<file path="config.mk">
export PLATFORM = sky130hd
export DESIGN_NAME = rf_wb_sequencer
export DESIGN_NICKNAME = d
export VERILOG_FILES = /design/src/rtl/rf_wb_sequencer.sv
export SDC_FILE = /design/constraint.sdc
export NUM_CORES = 1
export LEC_CHECK = 0
export CELL_PAD_IN_SITES_DETAIL_PLACEMENT = 1
export CELL_PAD_IN_SITES_GLOBAL_PLACEMENT = 2
export CORE_UTILIZATION = 40
export CTS_CLUSTER_SIZE = 28
export DETAILED_ROUTE_END_ITERATION = 8
export PLACE_DENSITY = 0.88
export SETUP_SLACK_MARGIN = 0.1
export SYNTH_ARGS = -nofsm -noshare
export SYNTH_HDL_FRONTEND = slang
export SYNTH_SLANG_ARGS = --single-unit
export TNS_END_PERCENT = 50
</file>
<file path="constraint.sdc">
create_clock -name clk -period 14.1 [get_ports clk]
set_clock_uncertainty 0.1 [all_clocks]
set_input_delay 2.82 -clock clk [delete_from_list [all_inputs] [get_ports clk]]
set_output_delay 2.82 -clock clk [all_outputs]
set_load 0.01 [all_outputs]
</file>
<file path="src/rtl/rf_wb_sequencer.sv">
// Register-file write sequencer: buffers writeback requests in a small FIFO and
// issues each one as a single-cycle write command, with a pending-write scoreboard.
module rf_wb_sequencer #(
   parameter int DEPTH = 4,
   parameter int CW    = $clog2(DEPTH) + 1
) (
   input  logic          clk,
   input  logic          reset,
   input  logic          req_valid,
   output logic          req_ready,
   input  logic [1:0]    req_kind,
   input  logic [3:0]    req_wr,
   input  logic [3:0]    req_wr2,
   input  logic [15:0]   req_wd,
   input  logic [15:0]   req_wd2,
   input  logic [15:0]   req_wd15,
   input  logic          stall,
   output logic [2:0]    regWrite,
   output logic [3:0]    wr,
   output logic [3:0]    wr2,
   output logic [15:0]   wd,
   output logic [15:0]   wd2,
   output logic [15:0]   wd15,
   input  logic [3:0]    rr1,
   input  logic [3:0]    rr2,
   output logic          hazard1,
   output logic          hazard2,
   output logic [CW-1:0] count,
   output logic          busy
);

   localparam int PW = CW - 1;

   typedef struct packed {
      logic [1:0]  kind;
      logic [3:0]  wr;
      logic [3:0]  wr2;
      logic [15:0] wd;
      logic [15:0] wd2;
      logic [15:0] wd15;
   } entry_t;

   entry_t          mem [DEPTH];
   logic [PW-1:0]   rd_ptr;
   logic [PW-1:0]   wr_ptr;
   logic [CW-1:0]   count_q;
   logic            full;
   logic            push;
   logic            pop;
   entry_t          head;

   // Command encoding after collision collapse: a dual write to one register
   // keeps only the wr2 side, and a flag write whose primary is r15 keeps wd.
   function automatic logic [2:0] collapse(input logic [1:0] kind,
                                           input logic [3:0] a,
                                           input logic [3:0] b);
      logic [2:0] c;
      case (kind)
         2'b00:   c = 3'b001;
         2'b01:   c = 3'b010;
         2'b10:   c = (a == b) ? 3'b010 : 3'b011;
         default: c = (a == 4'd15) ? 3'b001 : 3'b101;
      endcase
      return c;
   endfunction

   function automatic logic targets(input logic [2:0] cmd,
                                    input logic [3:0] a,
                                    input logic [3:0] b,
                                    input logic [3:0] r);
      logic t;
      case (cmd)
         3'b001:  t = (r == a);
         3'b010:  t = (r == b);
         3'b011:  t = (r == a) || (r == b);
         3'b101:  t = (r == a) || (r == 4'd15);
         default: t = 1'b0;
      endcase
      return t;
   endfunction

   // Request handshake: a request transfers on a rising edge where req_valid and
   // req_ready are both high; req_ready depends only on occupancy, never on req_valid.
   assign full      = (count_q == CW'(DEPTH));
   assign req_ready = !full;
   assign push      = req_valid && !full;
   assign pop       = (count_q != '0) && !stall;
   assign head      = mem[rd_ptr];
   assign count     = count_q;
   assign busy      = (count_q != '0) || (regWrite != 3'b000);

   always_ff @(posedge clk or posedge reset) begin
      if (reset) begin
         for (int i = 0; i < DEPTH; i++) mem[i] <= '0;
         rd_ptr  <= '0;
         wr_ptr  <= '0;
         count_q <= '0;
      end else begin
         if (push) begin
            mem[wr_ptr] <= '{kind: req_kind, wr: req_wr, wr2: req_wr2,
                             wd: req_wd, wd2: req_wd2, wd15: req_wd15};
            wr_ptr      <= wr_ptr + PW'(1);
         end
         if (pop) rd_ptr <= rd_ptr + PW'(1);
         case ({push, pop})
            2'b10:   count_q <= count_q + CW'(1);
            2'b01:   count_q <= count_q - CW'(1);
            default: count_q <= count_q;
         endcase
      end
   end

   // Issued command lasts one cycle; data fields hold their last values when idle.
   always_ff @(posedge clk or posedge reset) begin
      if (reset) begin
         regWrite <= 3'b000;
         wr       <= '0;
         wr2      <= '0;
         wd       <= '0;
         wd2      <= '0;
         wd15     <= '0;
      end else if (pop) begin
         regWrite <= collapse(head.kind, head.wr, head.wr2);
         wr       <= head.wr;
         wr2      <= head.wr2;
         wd       <= head.wd;
         wd2      <= head.wd2;
         wd15     <= head.wd15;
      end else begin
         regWrite <= 3'b000;
      end
   end

   always_comb begin
      logic [PW-1:0] offset;
      hazard1 = targets(regWrite, wr, wr2, rr1);
      hazard2 = targets(regWrite, wr, wr2, rr2);
      offset  = '0;
      for (int i = 0; i < DEPTH; i++) begin
         offset = PW'(i) - rd_ptr;
         if ({1'b0, offset} < count_q) begin
            if (targets(collapse(mem[i].kind, mem[i].wr, mem[i].wr2),
                        mem[i].wr, mem[i].wr2, rr1)) hazard1 = 1'b1;
            if (targets(collapse(mem[i].kind, mem[i].wr, mem[i].wr2),
                        mem[i].wr, mem[i].wr2, rr2)) hazard2 = 1'b1;
         end
      end
   end

endmodule

</file>
==> results by group, run 1 <==
Cells and area
  • Area of the multi-input gates: 6810 sq um
  • Number of fillers in the final layout: 3577
  • Synth-to-layout area growth: 18.2%
  • Most common cell after layout, fill and taps aside: dfrtp_1
  • Antenna Cells: 0
  • Sequential Area: 7460 sq um
  • Nets: 1187
  • Most frequent cells in the layout: 296 x dfrtp_1, 208 x mux2_2, 135 x clkdlybuf4s50_1, 78 x mux2_4, 63 x xnor2_1
  • Share of layout cells above drive strength 1: 37.1%

Floorplanning
  • Site Rows: 70
  • Core area: 36500 sq um
  • Die area: 37800 sq um
  • Die width: 194 um
  • I/O pin cnt: 136
  • Die Ht: 194 um
  • Starting Density: 40.6%

Synthesis
  • Synthesized Nets: 1076
  • Main synth FF type: dfrtp_1
  • Async set or reset register ratio after synthesis: 100%
  • Gate Count Post-Synth: 981
  • Synth cell types: 41
  • Yosys Warn Count: 0
  • Xor/xnor share of the synthesized area: 6.32%
  • FF+latch count, synth: 298
  • Main combinational cell family by area after synthesis: multiplexers
  • Post-synth EDFFs: 0
  • Sequential area share after synthesis: 50.3%
  • Mux contribution to synthesized area: 32.8%
  • Syn Area/Cell: 15.1 sq um
  • Synth area leaders: dfrtp_1 50%, mux2_2 16%, mux4_2 8.7%
  • Synth Area in Simple Gates: 2.79%
  • Mapped cell area: 14800 sq um
  • Adder-Cell Fraction of Synth Area: 2.16%
  • Synth area leader: dfrtp_1
  • Compound-Gate Fraction of Synth Area: 1.71%
  • Post-synth top area share: 50.3%

Clock tree
  • Clk_lat worst skew: 0.52 ns
  • Inserted Clock Buffers: 35
  • CTS root buf: clkbuf_16
  • CTS tree: done
  • Clk buf depth: 3
  • Hold Buf Count CTS: 0
  • Clock slew at reported path FFs: 0.06 ns
  • H-tree Lvls: 2
  • # Post-CTS Setup Buffers: 0
  • Post-cts sizing count: 0
  • Sink Count: 298

Place
  • Dpl hpwl: 22400 um
  • GPL Wtd Cong: 0.832
  • Port Buf Inserts: 135

Detailed routing
  • Initial detailed-routing violation count: 315
  • DR pass1 iterations: 4
  • Routed len/inst: 22.2 um
  • Via count: 8561
  • WL met2: 17600 um
  • Vias per cell: 5.40
  • Routed met3 length: 1320 um
  • ANT nets after route: 0
  • Total Wirelength: 35200 um
  • Top routing layer used: met4
  • # DRC: 0
  • Met1 WL: 15600 um

STA
  • Relative max-transition margin: 26.4%
  • Hold Vio Cnt, Final: 0
  • Final Max Tran Viols: 0
  • Max Clk Rate: 119 MHz
  • RSZ-0062 raised after global routing: false
  • Final setup fails: 0
  • Worst slew pin tran: 1.10 ns
  • Setup Total Neg Slack: 0 ns
  • Fin crit share: 59.4%
  • Period minus WS final: 8.37 ns

Pwr
  • Internal power: 3.02 mW
  • Net Switching: 1.49 mW
  • Total chip power: 4.51 mW
  • Flop pwr share: 37.6%
  • Clock power share: 19.9%
  • Combinational Power Share: 42.5%
  • Pleak: 7.50 nW
  • PwrDens: 257 nW/um^2
  • Net Sw Frac: 33.0%
  • Max IR drop VDD: 114 uV

Critical path
  • Worst R2R End: mem[159]
  • Most used cell, CP: clkdlybuf4s50_1
  • Crit path max fanout: 11
  • Critical path capture point type: primary output
  • Crit Path Class: in -> out
  • CP Data Arrival Time: 5.45 ns
  • Startpoint type of the worst setup path: input pin
  • Crit path launch: rr2[1]
  • Reg2Reg Depth: 6
  • RR Startpoint: count[1]
  • Critical Path Max Stage Delay: 0.89 ns
  • Setup slack on the worst flop-to-flop path: 11.22 ns
  • Worst Path Required: 11.18 ns
  • Crit path capture: hazard2
  • CP Cell Sequence: clkdlybuf4s50_1 > nand4_1 > o31ai_1 > a32oi_1 > o22ai_1 > or3_1 > clkdlybuf4s50_1
  • Max stage delay cell, worst path: clkdlybuf4s50_1

GRT
  • Global Route Usage Sum: 19.4%
  • Largest net degree at the start of global routing: 174
  • Grt ovf: 0
  • Initial antenna violation count: 0
  • First-pass GRT wire length: 57500 um
  • Vias in the first global route: 9797

Flow run
  • Max-cap viol count: 0

Outcome
  • Status: complete, no violations

Min path
  • Worst hold path class: reg -> reg
==> critical path, delay by kind of cell <==
| family | cells | cell delay (ns) |
|---|---|---|
| buffers and inverters | 2 | 1.42 |
| AO/OA/AOI/OAI | 3 | 0.66 |
| AND/OR/NAND/NOR | 2 | 0.55 |
==> cell type report <==
cell class	count	share of cell area (%)
sequential	298	42.6
timing repair buffer	143	8.13
tap	468	3.34
clock inverter	11	0.707
inverter	23	0.536
clock buffer	51	5.81
multi-input combinational	591	38.9
==> power by group through the flow <==
| stage | clock network [mW] | registers [mW] | logic [mW] |
|---|---|---|---|
| 2_1_floorplan | 0 | 1.55 | 1.49 |
| 3_3_place_gp | 0 | 1.68 | 1.87 |
| 3_5_place_dp | 0 | 1.71 | 1.93 |
| 4_1_cts | 0.926 | 1.70 | 1.94 |
| 5_1_grt | 0.954 | 1.76 | 2.07 |
| 6_report | 0.898 | 1.70 | 1.91 |
==> cells in the mapped netlist, types with 2 or more instances <==
| library cell | n |
|---|---|
| a211o_1 | 3 |
| a21oi_1 | 4 |
| a31oi_1 | 5 |
| a32oi_1 | 4 |
| and2_1 | 2 |
| buf_2 | 29 |
| buf_4 | 11 |
| buf_6 | 21 |
| clkbuf_1 | 7 |
| dfrtp_1 | 298 |
| ha_1 | 24 |
| inv_1 | 22 |
| mux2_1 | 2 |
| mux2_2 | 208 |
| mux2_4 | 78 |
| mux4_2 | 57 |
| nand2_1 | 13 |
| nand2_2 | 4 |
| nand3_1 | 12 |
| nand4_1 | 21 |
| nor2_1 | 2 |
| nor2b_1 | 2 |
| nor3_1 | 5 |
| nor4_1 | 10 |
| o21ai_0 | 7 |
| o22ai_1 | 5 |
| o31ai_1 | 5 |
| or3_1 | 2 |
| xnor2_1 | 63 |
| xor2_1 | 44 |
==> cells by family after synthesis <==
family,Yosys count
xor gates and xnor gates,107
DFF,298
buffers and inverters,92
adders and majority gates,25
AOI/OAI and AO/OA,37
and+or+nand+nor,75
muxes,347
==> metrics by stage <==
step	area [sq um]	util, %	hold slack, ns	std cells	worst slack, ns
4_1_cts	17500	48.0	0.401	1585	5.79
2_1_floorplan	14800	-	0.359	981	2.95
3_3_place_gp	16400	44.8	0.373	1523	5.74
3_5_place_dp	16400	44.8	0.388	1523	5.79
6_report	17500	48.0	0.400	1585	5.73
5_1_grt	17500	48.0	0.414	1585	5.57
==> worst min path at each step <==
| stage | start | end | slack, ns | depth (start not counted) |
|---|---|---|---|---|
| global route | mem[217] | mem[217] | 0.41 | 1 |
| CTS | mem[130] | mem[130] | 0.40 | 1 |
| finish | mem[130] | mem[130] | 0.40 | 1 |
| detailed placement | mem[130] | mem[130] | 0.39 | 1 |
| floorplan | mem[130] | mem[130] | 0.36 | 1 |
| global placement | mem[130] | mem[130] | 0.37 | 1 |
==> metal layers <==
layer,vias up,global-route usage (%)
li1,3786,-
met4,0,5.29
met2,148,32.8
met5,-,0
met3,49,3.44
met1,4578,25.7
==> registers in the layout, summed over array words and instances (netlist names), 3 cells and up <==
name      flops
mem         232
wd15         16
wd2          16
wd           16
wr2           4
wr            4
count         3
regWrite      3
Power figures use the tool's default switching activity.
==> run 2, diff against run 1 <==
--- a/config.mk
+++ b/config.mk
@@ -7,7 +7,7 @@
 export LEC_CHECK = 0
 export CELL_PAD_IN_SITES_DETAIL_PLACEMENT = 1
 export CELL_PAD_IN_SITES_GLOBAL_PLACEMENT = 2
-export CORE_UTILIZATION = 40
+export CORE_UTILIZATION = 38
 export CTS_CLUSTER_SIZE = 28
 export DETAILED_ROUTE_END_ITERATION = 8
 export PLACE_DENSITY = 0.88
==> constraint.sdc (replaced) <==
create_clock -name clk -period 7.2 [get_ports clk]
set_clock_uncertainty 0.1 [all_clocks]
set_input_delay 1.44 -clock clk [delete_from_list [all_inputs] [get_ports clk]]
set_output_delay 1.44 -clock clk [all_outputs]
set_load 0.01 [all_outputs]
==> results by group, run 2 (synthesized netlist as in run 1, its figures left out) <==
Pwr
  • Max IR drop VDD: 216 uV (+90%)
  • Clock power share: 20.5% (+0.6 points)
  • Net Switching: 2.94 mW (+97%)
  • Flop pwr share: 37.0% (-0.6 points)
  • Total chip power: 8.92 mW (+98%)
  • Net Sw Frac: 32.9% (-0.10 points)
  • Pleak: 7.52 nW (+0.26%)
  • Combinational Power Share: 42.5% (about the same)
  • PwrDens: 506 nW/um^2 (+97%)
  • Internal power: 5.99 mW (+98%)

STA
  • Worst slew pin tran: 0.966 ns (-0.138 ns)
  • RSZ-0062 raised after global routing: false
  • Setup Total Neg Slack: 0 ns (unchanged)
  • Period minus WS final: 5.74 ns
  • Relative max-transition margin: 35.6% (+9.2 points)
  • Max Clk Rate: 174 MHz
  • Final hold slack: 0.395 ns (-0.00403 ns)
  • Final Max Tran Viols: 0 (unchanged)
  • Final setup fails: 0 (unchanged)
  • Final worst slack: 1.46 ns (-4.28 ns)
  • Hold Vio Cnt, Final: 0 (unchanged)
  • Fin crit share: 79.8%

Min path
  • Hold Startpoint: mem[132]
  • Hold path endpoint: mem[132]
  • Worst hold path class: reg -> reg
  • Min-Delay Path Depth: 1 (unchanged)

Clock tree
  • Clock slew at reported path FFs: 0.06 ns (about the same)
  • CTS tree: done
  • # Post-CTS Setup Buffers: 0 (unchanged)
  • Sink Count: 298 (unchanged)
  • CTS root buf: clkbuf_16
  • Clk_lat worst skew: 0.53 ns (about the same)
  • Post-cts sizing count: 0 (unchanged)
  • Hold Buf Count CTS: 0 (unchanged)
  • H-tree Lvls: 2 (unchanged)
  • Clk buf depth: 3 (unchanged)
  • Inserted Clock Buffers: 35 (unchanged)

Critical path
  • Critical path capture point type: primary output
  • Max stage delay cell, worst path: clkdlybuf4s50_1
  • RR Startpoint: rd_ptr[0]
  • Setup slack on the worst flop-to-flop path: 3.97 ns (-7.25 ns)
  • CP Data Arrival Time: 4.20 ns (-1.25 ns)
  • Worst Path Required: 5.66 ns (-5.52 ns)
  • Combined buffer and inverter count along the critical path: 2 (unchanged)
  • Critical Path Max Stage Delay: 0.77 ns (-0.12 ns)
  • Most used cell, CP: clkdlybuf4s50_1
  • Worst R2R End: regWrite[0]
  • Crit Path Class: in -> out
  • Reg2Reg Depth: 6 (unchanged)
  • CP Cell Sequence: clkdlybuf4s50_1 > xor2_1 > nor4_1 > a32oi_1 > o22ai_1 > or3_1 > clkdlybuf4s50_1
  • Startpoint type of the worst setup path: input pin
  • Crit path max fanout: 11 (unchanged)
  • Worst path top cell family by delay: buffers and inverters

Cells and area
  • Nets: 1189 (+0.17%)
  • Biggest register: mem
  • Fin area: 17600 sq um (+0.69%)
  • Most common cell after layout, fill and taps aside: dfrtp_1
  • Most frequent cells in the layout: 296 x dfrtp_1, 208 x mux2_2, 135 x clkdlybuf4s50_1, 78 x mux2_4, 63 x xnor2_1
  • Synth-to-layout area growth: 19.0%
  • Largest register FFs: 232 (unchanged)
  • Number of fillers in the final layout: 3816 (+6.7%)
  • Antenna Cells: 0 (unchanged)
  • Share of layout cells above drive strength 1: 37.5% (+0.39 points)

Detailed routing
  • Vias per cell: 5.24 (-3.0%)
  • Routed len/inst: 22.0 um (-1.2%)
  • Initial detailed-routing violation count: 254 (-19%)
  • # DRC: 0 (unchanged)
  • Via count: 8528 (-0.39%)
  • DR pass1 iterations: 4 (unchanged)
  • ANT nets after route: 0 (unchanged)
  • Total Wirelength: 35700 um (+1.4%)

Place
  • Setup WS pre-CTS: 1.54 ns (-4.24 ns)
  • GPL Wtd Cong: 0.823 (-1.1%)
  • Dpl hpwl: 22800 um (+1.5%)
  • Port Buf Inserts: 135 (unchanged)
  • Placed cell area: 16400 sq um (+0.40%)

GRT
  • Initial antenna violation count: 0 (unchanged)
  • Vias in the first global route: 9604 (-2.0%)
  • Grt ovf: 0 (unchanged)
  • First-pass GRT wire length: 57300 um (-0.40%)
  • Global Route Usage Sum: 19.0% (-0.41 points)
  • Largest net degree at the start of global routing: 175 (+0.57%)

Outcome
  • Status: complete, no violations

Flow run
  • Max-cap viol count: 0 (unchanged)

Floorplanning
  • Die width: 199 um (+2.6%)
  • Site Rows: 71 (+1.4%)
  • Die Ht: 199 um (+2.6%)
  • I/O pin cnt: 136 (unchanged)
  • Die area: 39800 sq um (+5.2%)
  • Starting Density: 39.0% (-1.6 points)
  • Core area: 38000 sq um (+4.1%)
==> run 2: cell types whose count changed in the layout (fill, tap and decap cells not counted), sizes merged <==
cell,delta
clkinv,-5
clkinvlp,+4
buf,+2
inv,-2
bufinv,+1
clkbuf,-1
==> run 2: how the worst max path moves through the flow <==
stage,to,cells past startpoint,start
floorplan,count[0],1,reset
global placement,hazard1,7,rr1[3]
detailed placement,hazard1,7,rr1[3]
CTS,hazard1,7,rr1[3]
global route,hazard1,7,rr1[3]
finish,hazard1,7,rr1[3]
==> run 2: final cells by class <==
cell class	instances	area [sq um]	share of cell area, %
sequential	298	7460	42.3
multi-input combinational	591	6810	38.6
timing repair buffer	145	1440	8.16
clock buffer	50	1060	6.04
tap	511	639	3.63
clock inverter	9	131	0.745
inverter	23	90.1	0.511
==> run 2: metrics by stage <==
stage | std cells | util [%]
floorplan | 981 | -
global placement | 1568 | 43.2
detailed placement | 1568 | 43.2
CTS | 1627 | 46.4
global route | 1627 | 46.4
finish | 1627 | 46.4
==> run 2: power groups by stage <==
stage               registers [mW]  clock network (mW)  logic, mW
detailed placement            3.32                   0       3.82
global route                  3.44                1.95       4.12
global placement              3.27                   0       3.71
finish                        3.31                1.83       3.79
CTS                           3.32                1.89       3.86
floorplan                     3.04                   0       2.92
==> run 2: routing by layer <==
layer	GRT usage, %	up-vias	part of all wire [%]
met4	5.99	0	2.3
met5	0	-	0
met2	32.3	148	51
li1	-	3782	-
met3	3.61	47	3.9
met1	24.4	4551	43
